==> config.mk <==
export PLATFORM = sky130hd
export DESIGN_NAME = alu_shift_sequencer
export DESIGN_NICKNAME = d
export VERILOG_FILES = /design/src/rtl/alu_seq_pkg.sv /design/src/rtl/alu_shift_sequencer.sv
export SDC_FILE = /design/constraint.sdc
export NUM_CORES = 1
export LEC_CHECK = 0
export CAP_MARGIN = 0
export CORE_ASPECT_RATIO = 1.75
export CORE_UTILIZATION = 34
export CTS_CLUSTER_SIZE = 28
export DETAILED_ROUTE_END_ITERATION = 6
export GPL_ROUTABILITY_DRIVEN = 0
export PLACE_DENSITY = 0.77
export SYNTH_ARGS = -nofsm -noshare
export SYNTH_HDL_FRONTEND = slang
export SYNTH_SLANG_ARGS = --single-unit
==> constraint.sdc <==
create_clock -name Clock -period 1.3 [get_ports Clock]
set_input_delay 0.195 -clock Clock [delete_from_list [all_inputs] [get_ports Clock]]
set_output_delay 0.195 -clock Clock [all_outputs]
set_load 0.005 [all_outputs]
==> src/rtl/alu_seq_pkg.sv <==
// Shared types and constants for the ALU shift sequencer.
package alu_seq_pkg;

    localparam int unsigned OP_W     = 3;
    localparam int unsigned FS_W     = 4;
    localparam int unsigned FLAGS_W  = 4;
    localparam int unsigned NARROW_W = 8;

    // Requested shift/rotate operation; encodings 5..7 are illegal.
    typedef enum logic [OP_W-1:0] {
        OP_LSL = 3'd0,
        OP_LSR = 3'd1,
        OP_ASR = 3'd2,
        OP_CSL = 3'd3,
        OP_CSR = 3'd4
    } op_e;

    // ALU function-select codes (low four bits of FunSel).
    localparam logic [FS_W-1:0] FS_LSL = 4'b1011;
    localparam logic [FS_W-1:0] FS_LSR = 4'b1100;
    localparam logic [FS_W-1:0] FS_ASR = 4'b1101;
    localparam logic [FS_W-1:0] FS_CSL = 4'b1110;
    localparam logic [FS_W-1:0] FS_CSR = 4'b1111;

    typedef enum logic [1:0] {
        IDLE  = 2'd0,
        SHIFT = 2'd1,
        DONE  = 2'd2
    } state_e;

    // Bit positions inside the {Z,C,N,O} flag word.
    localparam int unsigned FLAG_Z = 3;
    localparam int unsigned FLAG_C = 2;
    localparam int unsigned FLAG_N = 1;
    localparam int unsigned FLAG_O = 0;

    // True for the five defined operations.
    function automatic logic op_legal(input logic [OP_W-1:0] op);
        return (op <= 3'(OP_CSR));
    endfunction

    // Map an operation to its ALU function code; illegal ops map to 0.
    function automatic logic [FS_W-1:0] op_to_funsel(input logic [OP_W-1:0] op);
        logic [FS_W-1:0] fs;
        fs = '0;
        case (op)
            3'(OP_LSL): fs = FS_LSL;
            3'(OP_LSR): fs = FS_LSR;
            3'(OP_ASR): fs = FS_ASR;
            3'(OP_CSL): fs = FS_CSL;
            3'(OP_CSR): fs = FS_CSR;
            default:    fs = '0;
        endcase
        return fs;
    endfunction

endpackage

==> src/rtl/alu_shift_sequencer.sv <==
// Multi-bit shift/rotate sequencer driving the ALU one single-bit shift per cycle.
// Optional feature: define ALU_SEQ_ABORT_EN to add an Abort input that ends a
// running shift early with the partial result and RspErr set.
module alu_shift_sequencer
    import alu_seq_pkg::*;
#(
    parameter int unsigned DATA_W = 16,
    parameter int unsigned CNT_W  = 4
) (
    input  logic               Clock,
    input  logic               Reset,
    input  logic               ReqValid,
    output logic               ReqReady,
    input  logic [2:0]         ReqOp,
    input  logic               ReqWide,
    input  logic [CNT_W-1:0]   ReqCount,
    input  logic [DATA_W-1:0]  ReqData,
`ifdef ALU_SEQ_ABORT_EN
    input  logic               Abort,
`endif
    output logic [DATA_W-1:0]  AluA,
    output logic [4:0]         AluFunSel,
    output logic               AluWF,
    input  logic [DATA_W-1:0]  AluOut,
    input  logic [3:0]         AluFlags,
    output logic               RspValid,
    input  logic               RspReady,
    output logic [DATA_W-1:0]  RspData,
    output logic [3:0]         RspFlags,
    output logic               RspErr
);

    // 8-bit operations keep only the low byte of the working register.
    localparam logic [DATA_W-1:0] NARROW_MASK = DATA_W'({NARROW_W{1'b1}});

    state_e            state_q, state_d;
    logic [DATA_W-1:0] work_q,  work_d;
    logic [CNT_W-1:0]  cnt_q,   cnt_d;
    logic [OP_W-1:0]   op_q,    op_d;
    logic              wide_q,  wide_d;
    logic              err_q,   err_d;

    // State and datapath registers; reset drops any operation in flight.
    always_ff @(posedge Clock or negedge Reset) begin
        if (!Reset) begin
            state_q <= IDLE;
            work_q  <= '0;
            cnt_q   <= '0;
            op_q    <= '0;
            wide_q  <= 1'b0;
            err_q   <= 1'b0;
        end else begin
            state_q <= state_d;
            work_q  <= work_d;
            cnt_q   <= cnt_d;
            op_q    <= op_d;
            wide_q  <= wide_d;
            err_q   <= err_d;
        end
    end

    // Next-state, datapath update and port outputs.
    always_comb begin
        state_d   = state_q;
        work_d    = work_q;
        cnt_d     = cnt_q;
        op_d      = op_q;
        wide_d    = wide_q;
        err_d     = err_q;

        ReqReady  = 1'b0;
        AluA      = work_q;
        AluFunSel = '0;
        AluWF     = 1'b0;
        RspValid  = 1'b0;
        RspData   = '0;
        RspFlags  = '0;
        RspErr    = 1'b0;

        case (state_q)
            IDLE: begin
                ReqReady = 1'b1;
                if (ReqValid) begin
                    work_d = ReqWide ? ReqData : (ReqData & NARROW_MASK);
                    cnt_d  = ReqCount;
                    op_d   = ReqOp;
                    wide_d = ReqWide;
                    err_d  = !op_legal(ReqOp);
                    if ((ReqCount == '0) || !op_legal(ReqOp)) begin
                        state_d = DONE;
                    end else begin
                        state_d = SHIFT;
                    end
                end
            end

            SHIFT: begin
                AluFunSel = {wide_q, op_to_funsel(op_q)};
                AluWF     = 1'b1;
                work_d    = wide_q ? AluOut : (AluOut & NARROW_MASK);
                // cnt is never zero here, but never let it wrap regardless.
                cnt_d     = (cnt_q != '0) ? (cnt_q - CNT_W'(1)) : cnt_q;
                if (cnt_q <= CNT_W'(1)) begin
                    state_d = DONE;
                end
`ifdef ALU_SEQ_ABORT_EN
                // The shift issued this cycle still lands so work and flags agree.
                if (Abort) begin
                    state_d = DONE;
                    err_d   = 1'b1;
                end
`endif
            end

            DONE: begin
                RspValid = 1'b1;
                RspData  = work_q;
                RspFlags = AluFlags;
                RspErr   = err_q;
                if (RspReady) begin
                    state_d = IDLE;
                    err_d   = 1'b0;
                end
            end

            default: begin
                state_d = IDLE;
            end
        endcase
    end

endmodule

# Yosys cells after proc, flatten, opt, wreduce, memory -nomap -nowiden

Index checks and enable logic that the tools add are counted.
W data, S select, Z words.

Flip-flop bits (word level): 27
Input port bits: 48
Output and inout port bits: 45

$add $sub $neg: 1
Order comparisons: 2
Eq/ne operators: 10
Mux-type cells: 23
Reductions and logical operators: 13

Operators by type and width:

| operator              | number |
|---|---|
| $mux W16              | 4 |
| $pmux W16 S2          | 1 |
| $pmux W4 S5           | 1 |
| $mux W4               | 3 |
| $reduce_and A3 Y1     | 3 |
| $mux W2               | 4 |
| $ne A2 B2 Y1 const B  | 4 |
| $pmux W4 S2           | 1 |
| $eq A3 B2 Y1 const B  | 2 |
| $mux W1               | 6 |
| $pmux W2 S3           | 1 |
| $mux W5               | 1 |
| $le A4 B1 Y1 const B  | 1 |
| $logic_not A4 Y1      | 1 |
| $reduce_and A2 Y1     | 2 |
| $reduce_bool A2 Y1    | 2 |
| $reduce_bool A4 Y1    | 1 |
| $sub A4 B1 Y4 const B | 1 |
| $eq A3 B1 Y1 const B  | 1 |
| $eq A3 B3 Y1 const B  | 1 |
| $le A3 B3 Y1 const B  | 1 |
| $logic_not A3 Y1      | 1 |
| $eq A2 B1 Y1 const B  | 1 |
| $eq A2 B2 Y1 const B  | 1 |
| 4 further kinds       | 4 |

# Logic depth before layout (Yosys ltp)

Gate-level depths: netlist of the first run.

Depth in word-level cells: 6
Mapped depth: 6
Depth with buffers taken out: 5

# Worst setup path after synthesis of the first run

No wires, ideal clock.

Path kind: reg2reg
Start point: register cnt_q[0]
End point: register cnt_q[0]
Setup time: 124 ps
Arrival time: 1167 ps
Data required time: 1176 ps
Setup slack: 9 ps
Stages on the path, launching flop included: 5
Path buffers: 0
Period minus slack after synthesis: 1291 ps
Cells stage by stage: dfrtp_1 -> inv_1 -> ha_1 -> a31o_2 -> a211o_1

Longest elaborated chain between the ends: 3
Elaborated cells on any way between the ends: 6
Classes of those cells: add/sub (1); eq/ne (1); mux (2); reduce/logical (2)

Ends and longest elaborated chain:

| element                                                    | line                       | source |
|---|---|---|
| start: declaration                                         | alu_shift_sequencer.sv:38  | `logic [CNT_W-1:0] cnt_q, cnt_d;` |
| start signal: assignment                                   | alu_shift_sequencer.sv:55  | `cnt_q <= cnt_d;` |
| $sub A4 B1 Y4 / $reduce_bool A4 Y1 (equally long branches) | alu_shift_sequencer.sv:102 | `cnt_d = (cnt_q != '0) ? (cnt_q - CNT_W'(1)) : cnt_q;` |
| $mux W4 / $ne A2 B2 Y1 (equally long branches)             | n/a                        |  |
| $pmux W4 S2 / $reduce_and A3 Y1 (equally long branches)    | n/a                        |  |

Parallel ways exist; a longest one is shown, timed or not. The select of a mux whose other input is x is not followed.
A chain may end at the register's enable or synchronous reset.

# Final worst setup path of the first run

Start point: register state_q[0]
End point: register work_q[9] (netlist: AluA[9])

Longest elaborated chain between the ends: 3
Elaborated cells on any way between the ends: 6
Classes of those cells: eq/ne (2); mux (1); reduce/logical (3)

Ends and longest elaborated chain:

| element                                                                    | line                      | source |
|---|---|---|
| start: declaration                                                         | alu_shift_sequencer.sv:36 | `state_e state_q, state_d;` |
| start signal: assignment                                                   | alu_shift_sequencer.sv:53 | `state_q <= state_d;` |
| $eq A2 B1 Y1 / $logic_not A2 Y1 (equally long branches)                    | alu_shift_sequencer.sv:80 | `case (state_q)` |
| $reduce_bool A2 Y1 (no source line) / $ne A2 B2 Y1 (equally long branches) | n/a                       |  |
| $reduce_and A2 Y1 (no source line)                                         | n/a                       |  |
| end signal: assignment                                                     | alu_shift_sequencer.sv:54 | `work_q <= work_d;` |
| end: declaration                                                           | alu_shift_sequencer.sv:37 | `logic [DATA_W-1:0] work_q, work_d;` |

Parallel ways exist; a longest one is shown, timed or not.

==> results by group, run 1 <==
Setup path
  • Worst setup SP type: flip-flop
  • Critical path class: flip-flop to flip-flop
  • Worst Setup End Kind: flip-flop
  • CP peak stage delay: 0.46 ns
  • CP bufs+invs: 6
  • Critical path, cell by cell: buf_4 -> buf_6 -> buf_6 -> nand2b_4 -> buf_6 -> buf_6 -> buf_16 -> a32oi_1 -> o21ai_1
  • Cell mode on critical path: buf_6
  • CP required: 1.49 ns
  • Crit path max-delay family: buffers and inverters
  • Worst Reg-to-Reg Cells: 9
  • Slowest stage cell, crit path: dfrtp_2
  • Critical Path Fanout Max: 6
  • Levels on crit path: 9
  • WP data arrival: roughly 2.0 ns

Synth
  • Post-Syn Area per Cell: 9.641 um2
  • Post-synth cell types: 39
  • YS warnings: 0
  • Synthesized Nets: 214
  • Cells after synthesis: 163
  • Synth Register Bits: 27
  • Sequential element share of the synthesized area: 42.99%
  • Post-Syn Area: ~1600 um2

Route
  • Drt drc: 0
  • Total number of vias: 2080
  • Wirelength per Cell: 23.13 um
  • Starting DRT DRC Count: roughly 70
  • ANT nets after route: 0
  • Drt total wl: 8.489 mm
  • Drt pass-1 iters: 4
  • Via-to-Cell Ratio: 5.668

Finish
  • Area delta synth->final: 123.7%
  • # diodes: 0
  • Final Net Count: between 300 and 400
  • Layout cells sized above 1: 51.58%
  • Finished Layout Cells: 367
  • Final instance area: 3516 um2

STA
  • Setup violators final: 55
  • Slew Limit Fails: 0
  • Worst setup margin: -0.4932 ns
  • Period utilization: 137.9%
  • Slew HR: 71.38%
  • Pin slew with the least headroom to its limit: 0.4186 ns
  • Final hold viol count: 0
  • Clock skew: 0.007662 ns
  • Crit path time final: 1.793 ns
  • Peak Freq: roughly 560 MHz
  • Min Hold Slack: 0.2470 ns
  • RSZ-0062 raised after global routing: true

Power and ir drop
  • Sequential Power Share: 19.3%
  • Clock Power Share: 6.6%
  • Static Leak: 1.633 nW
  • PD cells: 2237 nW/um2
  • Sw power: 3.027 mW
  • Switch share: 38.49%
  • Comb power frac: 74.0%
  • VDD IR max: roughly 1.5 mV
  • Internal cell power: 4.838 mW
  • Pwr Total: 7.865 mW

Placed design
  • Post-place setup slack: -0.3543 ns
  • Dpl hpwl: about 3.6 mm
  • IO Port Bufs: 92
  • Cell area after placement: 2636 um2
  • Cells after DPL: roughly 310

CTS
  • H-tree Lvls: 1
  • Root Buffer: clkbuf_8
  • Clock-pin slew on the worst setup and hold paths: about 0.10 ns
  • Skew-Pair Late Insertion Delay: 0.29 ns
  • Max Root-Sink Buffers: 2
  • Hold_buf cts: 0
  • TritonCTS Buffers: 3
  • Clock Sinks: 27
  • CTS tree: yes

Floorplanning
  • Cell row count: 32
  • Initial Util: 35.68%
  • Core area: ~4400 um2
  • Chip height: 91.94 um
  • I/O pins: just over 90
  • Die ar.: about 4900 um2
  • Chip width: 53.39 um

Worst hold path
  • Hold Crit Class: input pin to async pin

Global route
  • Number of global-route vias before repair: 2145
  • Largest net degree at the start of global routing: 28
  • Initial antenna violation count: 0
  • Grt ovf: 0
  • Total global routing track utilization: 29.55%
  • First-pass GRT wire length: 10.41 mm

Outcome
  • Outcome: complete, but fails checks
  • Failing checks: setup timing

Run
  • Max-cap violations: 0
==> per-stage QoR <==
| step | TNS, ns | utilization, % |
|---|---|---|
| finish | -20.42 | 79.83 |
| global route | -22.56 | 79.83 |
| CTS | -11.98 | 74.20 |
| detailed placement | -12.84 | 59.86 |
| global placement | -10.22 | 59.86 |
| floorplan | 0 | - |
==> timing repair <==
| item | in CTS | in global routing |
|---|---|---|
| hold endpoints to repair | 0 | 0 |
| gates resized for setup | 214 | 68 |
| pin swaps | 25 | 8 |
| setup endpoints to repair | 69 | 56 |
| setup buffers | 40 | 6 |
| cloned | 8 | 0 |
==> power by group through the flow <==
stage | Sequential (mW) | Clock, mW | Combinational (mW)
floorplan | 1.49 | 0 | 1.37
global placement | 1.49 | 0 | 2.92
detailed placement | 1.51 | 0 | 3.00
CTS | 1.45 | 0.496 | 4.86
global route | 1.54 | 0.568 | 6.05
finish | 1.52 | 0.521 | 5.82
==> synth_stat cells <==
cell type,n,area [um2]
buf_6,2,22.52
and2_1,21,131.4
nor2b_1,3,18.77
nor2_1,3,11.26
nand2_1,17,63.81
or2_2,1,6.260
o21ai_0,22,110.1
inv_2,1,3.750
nand2b_1,1,6.260
nor4bb_1,2,20.02
a21oi_1,4,20.02
mux2i_1,9,90.09
a211oi_1,1,7.510
nor2_4,1,11.26
inv_1,3,11.26
buf_2,3,15.01
a32o_1,1,10.01
a31o_2,1,8.760
a2111oi_0,1,8.760
o21bai_2,1,11.26
mux2_2,4,45.04
a31oi_1,1,6.260
o2bb2ai_1,2,17.52
ha_1,3,37.54
nor3b_1,2,15.01
a221oi_1,1,8.760
and3b_1,1,8.760
buf_4,1,7.510
nand3b_1,1,7.510
o21ba_2,1,10.01
dfrtp_1,27,675.7
nor3_1,1,5.000
xnor2_1,1,8.760
a211o_1,1,8.760
nor4_1,1,6.260
o21a_1,2,15.01
clkbuf_1,6,22.52
a32oi_1,8,70.07
a22oi_1,1,7.510
==> path summary, 6_finish.rpt <==
check                                 from          to  slack, ns
worst max-delay path            state_q[0]     AluA[9]      -0.49
worst min-delay path                 Reset  state_q[0]       0.25
worst max register to register  state_q[0]     AluA[9]      -0.49
worst min register to register    cnt_q[3]    cnt_q[3]       0.53
max in group asynchronous            Reset  state_q[0]       0.89
min in group Clock                cnt_q[3]    cnt_q[3]       0.53
==> layout make-up <==
class / instances / area (um2)
Tap cell: 51 / 63.81
Multi-Input combinational cell: 120 / 1040
Sequential cell: 27 / 676.9
Timing Repair Buffer: 161 / 1667
Inverter: 4 / 22.52
Fill cell: 221 / 888.4
Clock buffer: 3 / 41.29
Clock inverter: 1 / 5.005
==> flip-flops by register name (all words and copies together), names as in the netlist <==
| register | flops |
|---|---|
| AluA | 16 |
| cnt_q | 4 |
| op_q | 3 |
| state_q | 2 |
| err_q | 1 |
| wide_q | 1 |
==> cell families after synthesis <==
logic type	share of synthesized area, %
XOR/XNOR	0.5574
adder cells (fa/ha/maj)	2.389
AO/OA/AOI/OAI	20.38
AND/OR/NAND/NOR	19.83
buffers and inverters	5.254
flip-flops	42.99
multiplexers	8.599
==> metal layers <==
layer,GRT usage (%),wire length [um]
met1,26.47,2890
met2,54.48,4545
met3,5.638,534
met4,20.18,518
met5,0,0
==> worst reg2reg max path, delay by kind of cell, from the launching register on <==
family                 cells  cell delay (ns)
buffers and inverters      6             0.75
flip-flops                 1             0.46
AO/OA/AOI/OAI              2             0.37
AND/OR/NAND/NOR            1             0.11
==> cells in the final DEF (no fill, tap or decap), types with 2 or more instances in the layout <==
cell type        count
a21oi_1              2
a21oi_2              2
a32oi_1              5
a32oi_2              3
and2_4              20
buf_12               4
buf_16               3
buf_2                5
buf_4               29
buf_6               52
buf_8                4
clkbuf_8             3
clkdlybuf4s50_1     47
dfrtp_1             26
dlygate4sd2_1       16
ha_1                 3
inv_1                2
mux2_2               3
mux2i_1              6
mux2i_4              3
nand2_1             10
nand2_2              6
nor2_1               3
nor2b_4              2
nor3b_1              2
nor4bb_1             2
o21a_1               2
o21ai_0              3
o21ai_1             13
o21ai_2              6
o2bb2ai_1            2
Note: power is estimated with default switching activity, not from simulation.
==> run 2, diff against run 1 <==
Settings changed: SKIP_LAST_GASP set to 1.
==> run 2 against run 1 <==
The flow still finishes with violations (setup timing); count of clock-buffer cells in the layout unchanged; clock skew fell by 0.0016 ns; highest routed layer unchanged; final cell count down 0.54%; combinational power down 5.2%; die area unchanged; via count fell by 0.58%; worst setup slack better by 0.085 ns; design area fell by 1.9%; fmax up 5.0%; clock power decreased by 3%; non-clock buffer count shrank 2.
==> results by group, run 2 (same netlist as run 1, synthesis figures left out) <==
Outcome
  • Outcome: complete, but fails checks
  • Failing checks: setup timing

Power and ir drop
  • VDD IR max: 1.413 mV
  • Comb power frac: between 70% and 80%
  • Sequential Power Share: 20.3%
  • Pwr Total: 7.555 mW
  • Sw power: 2.848 mW
  • Static Leak: between 1.5 and 2 nW
  • Clock Power Share: 6.7%
  • Internal cell power: 4.707 mW
  • PD cells: 2190 nW/um2
  • Switch share: 37.70%

Floorplanning
  • Cell row count: 32
  • Initial Util: 35.68%
  • Chip width: 53.39 um
  • I/O pins: between 90 and 100
  • Die ar.: 4908 um2
  • Core area: roughly 4400 um2
  • Chip height: 91.94 um

Setup path
  • WP data arrival: 1.90 ns
  • Critical path class: flip-flop to flip-flop
  • CP bufs+invs: 5
  • CP peak stage delay: 0.45 ns
  • CP required: 1.49 ns
  • Critical path, cell by cell: buf_4 -> buf_4 -> nand2b_4 -> buf_6 -> inv_4 -> bufbuf_16 -> mux2i_2 -> o21ai_1
  • Crit path max-delay family: buffers and inverters
  • Levels on crit path: 8
  • Worst Setup End Kind: flip-flop
  • R2R Setup Slk: -0.41 ns
  • Slowest stage cell, crit path: dfrtp_2
  • Cell mode on critical path: buf_4
  • Worst Reg-to-Reg Cells: 8
  • Worst setup SP type: flip-flop
  • Critical Path Fanout Max: 5

Placed design
  • Dpl hpwl: 3.610 mm
  • Cell area after placement: between 2000 and 3000 um2
  • IO Port Bufs: 92

STA
  • Slew HR: 71.74%
  • Period utilization: 131.4%
  • Clock skew: 0.006078 ns
  • Crit path time final: 1.708 ns
  • Pin slew with the least headroom to its limit: between 0.4 and 0.5 ns
  • RSZ-0062 raised after global routing: true
  • Final hold viol count: 0
  • Setup violators final: 55
  • Slew Limit Fails: 0
  • Peak Freq: 585.3 MHz
  • Worst setup margin: -0.4084 ns

CTS
  • Hold_buf cts: 0
  • Clock Sinks: 27
  • CTS tree: yes
  • Skew-Pair Late Insertion Delay: ~0.29 ns
  • Clock-pin slew on the worst setup and hold paths: ~0.10 ns
  • H-tree Lvls: 1
  • TritonCTS Buffers: 3
  • Root Buffer: clkbuf_8
  • Max Root-Sink Buffers: 2

Global route
  • Initial antenna violation count: 0
  • Number of global-route vias before repair: ~2100
  • Largest net degree at the start of global routing: 28
  • First-pass GRT wire length: 10.34 mm
  • Grt ovf: 0
  • Total global routing track utilization: 29.19%

Route
  • Wirelength per Cell: around 22 um
  • Total number of vias: 2068
  • Drt pass-1 iters: 4
  • Via-to-Cell Ratio: 5.666
  • Drt drc: 0
  • ANT nets after route: 0
  • Drt total wl: 7.950 mm
  • Starting DRT DRC Count: 46

Finish
  • Final Net Count: 366
  • Most frequent cells in the layout: buf_6, clkdlybuf4s50_1, buf_4
  • Final instance area: 3450 um2
  • Area taken by multi-input logic gates: 1012 um2
  • Filler Cell Count: between 200 and 300
  • Layout cells sized above 1: 49.68%
  • Area delta synth->final: 119.5%
  • FF/Latch Area: 676.9 um2
  • # diodes: 0
  • Largest register FFs: 16

Worst hold path
  • Hold Crit Class: input pin to async pin

Run
  • Max-cap violations: 0
[run 2: final cells by class]
| class | instances | area share, % |
|---|---|---|
| Sequential cell | 27 | 19.62 |
| Multi-Input combinational cell | 120 | 29.34 |
| Clock inverter | 1 | 0.1451 |
| Timing Repair Buffer | 159 | 47.33 |
| Inverter | 4 | 0.5078 |
| Tap cell | 51 | 1.850 |
| Clock buffer | 3 | 1.197 |
[run 2: what timing repair did]
item | 4_1_cts | 5_1_grt
setup endpoints to repair | 69 | 56
gates cloned | 8 | 0
pin swaps | 22 | 10
buffers inserted | 40 | 3
resized for setup | 207 | 61
[run 2: final timing paths]
kind,start,end
worst max-delay path,state_q[0],AluA[7]
worst min-delay path,Reset,state_q[0]
worst max register to register,state_q[0],AluA[7]
worst min register to register,cnt_q[3],cnt_q[3]
max in group asynchronous,Reset,state_q[0]
min in group Clock,cnt_q[3],cnt_q[3]
[run 2: power groups by stage]
stage,sequential (mW),clock [mW],combinational (mW)
after CTS,1.45,0.496,4.84
after detailed placement,1.51,0,3.00
after global routing,1.57,0.541,5.78
final,1.53,0.506,5.52
after floorplan,1.49,0,1.37
after global placement,1.49,0,2.92
[run 2: metrics by stage]
step / utilization (%) / worst slack [ns] / TNS, ns / hold slack [ns] / cells
2_1_floorplan: - / 0.009096 / 0 / -0.1006 / 163
3_3_place_gp: 59.86 / -0.3114 / -10.22 / 0.4773 / 312
3_5_place_dp: 59.86 / -0.3543 / -12.84 / 0.4923 / 312
4_1_cts: 74.12 / -0.3317 / -12.14 / 0.2709 / 364
5_1_grt: 78.32 / -0.4791 / -17.96 / 0.2642 / 365
6_report: 78.32 / -0.4084 / -15.75 / 0.2526 / 365
[run 2: worst register-to-register path: cells and delay by family, from the launching register on]
family                 cells  cell delay [ns]
AOI/OAI and AO/OA          1             0.21
buffers and inverters      5             0.70
DFF                        1             0.45
muxes                      1             0.15
and+or+nand+nor            1             0.10
[run 2: routing by layer]
layer | track usage (%) | wire [um]
met1 | 26.91 | 2514
met2 | 55.10 | 4266
met3 | 3.980 | 529
met4 | 17.76 | 639
met5 | 0 | 0
==> run 3, diff against run 2 <==
Settings changed: CORE_UTILIZATION 34 to 45, DONT_BUFFER_PORTS set to 1, PLACE_DENSITY 0.77 to unset.
==> run 3 against run 2 <==
The run still ends with setup timing left; global-route usage down 9.7 points; worst setup slack better by 0.26 ns; largest cell class is now multi-input combinational cells; register-to-register slack improved by 0.31 ns; highest routed layer unchanged.
==> results by group, run 3 (same netlist as run 1, synthesis figures left out) <==
STA
  • Period utilization: 111.0%
  • Clock skew: 0.004043 ns
  • RSZ-0062 raised after global routing: true
  • Pin slew with the least headroom to its limit: between 0.3 and 0.4 ns
  • Slew Limit Fails: 0
  • Setup violators final: 36
  • Slew HR: 73.60%
  • Worst setup margin: -0.1434 ns
  • Peak Freq: 692.8 MHz
  • Crit path time final: 1.443 ns
  • Final hold viol count: 0

Global route
  • Initial antenna violation count: 0
  • Met3 Use GR: roughly 2.9%
  • Met2 Track Usage GR: 36.53%
  • Gr busiest metal: met2
  • Total global routing track utilization: about a fifth
  • Grt ovf: 0
  • Number of global-route vias before repair: 1175
  • First-pass GRT wire length: 5.209 mm
  • Largest net degree at the start of global routing: 33
  • Met1 usage in global routing: 19.77%

Placed design
  • IO Port Bufs: 0
  • Cell area after placement: 1675 um2
  • Post-place setup slack: -0.06516 ns
  • Dpl hpwl: approximately 2.6 mm

Worst hold path
  • Hold Crit Class: input pin to flip-flop
  • Hold path start: ReqOp[0]

Run
  • Max-cap violations: 0

Route
  • Starting DRT DRC Count: 20
  • Total number of vias: 1331
  • Wirelength per Cell: 17.08 um
  • Drt pass-1 iters: 4
  • ANT nets after route: 0
  • Via-to-Cell Ratio: 5.812
  • Drt total wl: 3.912 mm
  • Drt drc: 0

CTS
  • Max Root-Sink Buffers: 2
  • TritonCTS Buffers: 3
  • H-tree Lvls: 1
  • Clock-pin slew on the worst setup and hold paths: 0.09 ns
  • Skew-Pair Late Insertion Delay: 0.27 ns
  • Clock Sinks: 27
  • CTS tree: yes
  • Root Buffer: clkbuf_8

Setup path
  • Critical Path Fanout Max: 10
  • CP Launch Point: state_q[0]
  • Worst setup SP type: flip-flop
  • WP data arrival: roughly 1.3 ns
  • R2r startpoint: state_q[0]
  • Worst Setup End Kind: output pin
  • Critical path class: flip-flop to output pin
  • CP required: 1.11 ns

Floorplanning
  • Die ar.: 3742 um2
  • I/O pins: 93
  • Chip height: 80.18 um
  • Initial Util: between 40 and 50%
  • Core area: approximately 3400 um2
  • Cell row count: 28
  • Chip width: between 40 and 50 um

Power and ir drop
  • Sw power: 1.826 mW
  • Sequential Power Share: 34.1%
  • Pwr Total: ~4.6 mW
  • Internal cell power: 2.809 mW
  • Static Leak: 0.8510 nW
  • Clock Power Share: 10.3%
  • Switch share: between 30 and 40%
  • VDD IR max: 1.253 mV
  • Comb power frac: 55.6%
  • PD cells: 2273 nW/um2

Outcome
  • Failing checks: setup timing
  • Outcome: complete, but fails checks

Finish
  • # diodes: 0
  • Final core utilization: around three fifths
  • Commonest non-fill, non-tap cell in the layout: dfrtp_1
  • Area delta synth->final: 29.78%
  • Largest register FFs: 16
  • Final instance area: 2039 um2
  • Final Net Count: around 240
  • Layout cells sized above 1: roughly 32%
  • Most frequent cells in the layout: dfrtp_1, and2_1, buf_4
==> run 3: final timing paths <==
check                              to  cells past startpoint  slack, ns
max in group asynchronous  state_q[0]                      2       0.75
min in group asynchronous    AluA[15]                      2       0.37
hold reg to reg                wide_q                      1       0.51
setup / recovery             ReqReady                      4      -0.14
setup reg to reg              op_q[2]                      5      -0.10
hold / removal                op_q[0]                      1       0.07
==> run 3: through the flow <==
| step | hold WS [ns] | std cells | setup TNS, ns |
|---|---|---|---|
| 2_1_floorplan | -0.1006 | 163 | 0 |
| 3_3_place_gp | -0.1001 | 208 | 0 |
| 3_5_place_dp | -0.09981 | 208 | -0.4015 |
| 4_1_cts | 0.05692 | 220 | -3.428 |
| 5_1_grt | 0.05053 | 229 | -6.503 |
| 6_report | 0.06697 | 229 | -3.516 |
==> run 3: power groups by stage <==
stage | clock network (mW) | logic, mW | registers, mW
2_1_floorplan | 0 | 1.37 | 1.49
6_report | 0.477 | 2.58 | 1.58
3_3_place_gp | 0 | 1.77 | 1.55
5_1_grt | 0.534 | 2.84 | 1.64
4_1_cts | 0.504 | 2.20 | 1.58
3_5_place_dp | 0 | 1.81 | 1.58
==> run 3: per-layer routing <==
| metal | part of all wire (%) | vias to the layer above |
|---|---|---|
| met3 | 5.1 | 4 |
| met5 | 0 | - |
| met4 | 1.2 | 0 |
| met1 | 35 | 648 |
| li1 | - | 622 |
| met2 | 58 | 57 |
==> run 3: area by class of cell <==
| cell class | count | area [um2] |
|---|---|---|
| fillers | 284 | 1324 |
| multi-input cells | 120 | 922.1 |
| flip-flops and latches | 27 | 678.2 |
| repair buffers | 29 | 306.5 |
| well taps | 45 | 56.30 |
| clock buffers | 3 | 41.29 |
| inverters | 4 | 27.53 |
| clock inverters | 1 | 7.507 |
==> run 3: worst max-delay path: stages (launching register included) <==
cell     delay, ns
dfrtp_2       0.47
buf_4         0.16
buf_12        0.13
nor2_4        0.11
buf_6         0.11
==> run 3: what timing repair did <==
| item | in CTS | in global routing |
|---|---|---|
| hold buffers | 2 | 0 |
| cloned | 1 | 2 |
| setup buffers | 5 | 7 |
| gates resized for setup | 22 | 25 |
| setup endpoints to repair | 37 | 54 |
| pin swaps | 3 | 10 |
| endpoints found under the hold margin | 27 | 0 |
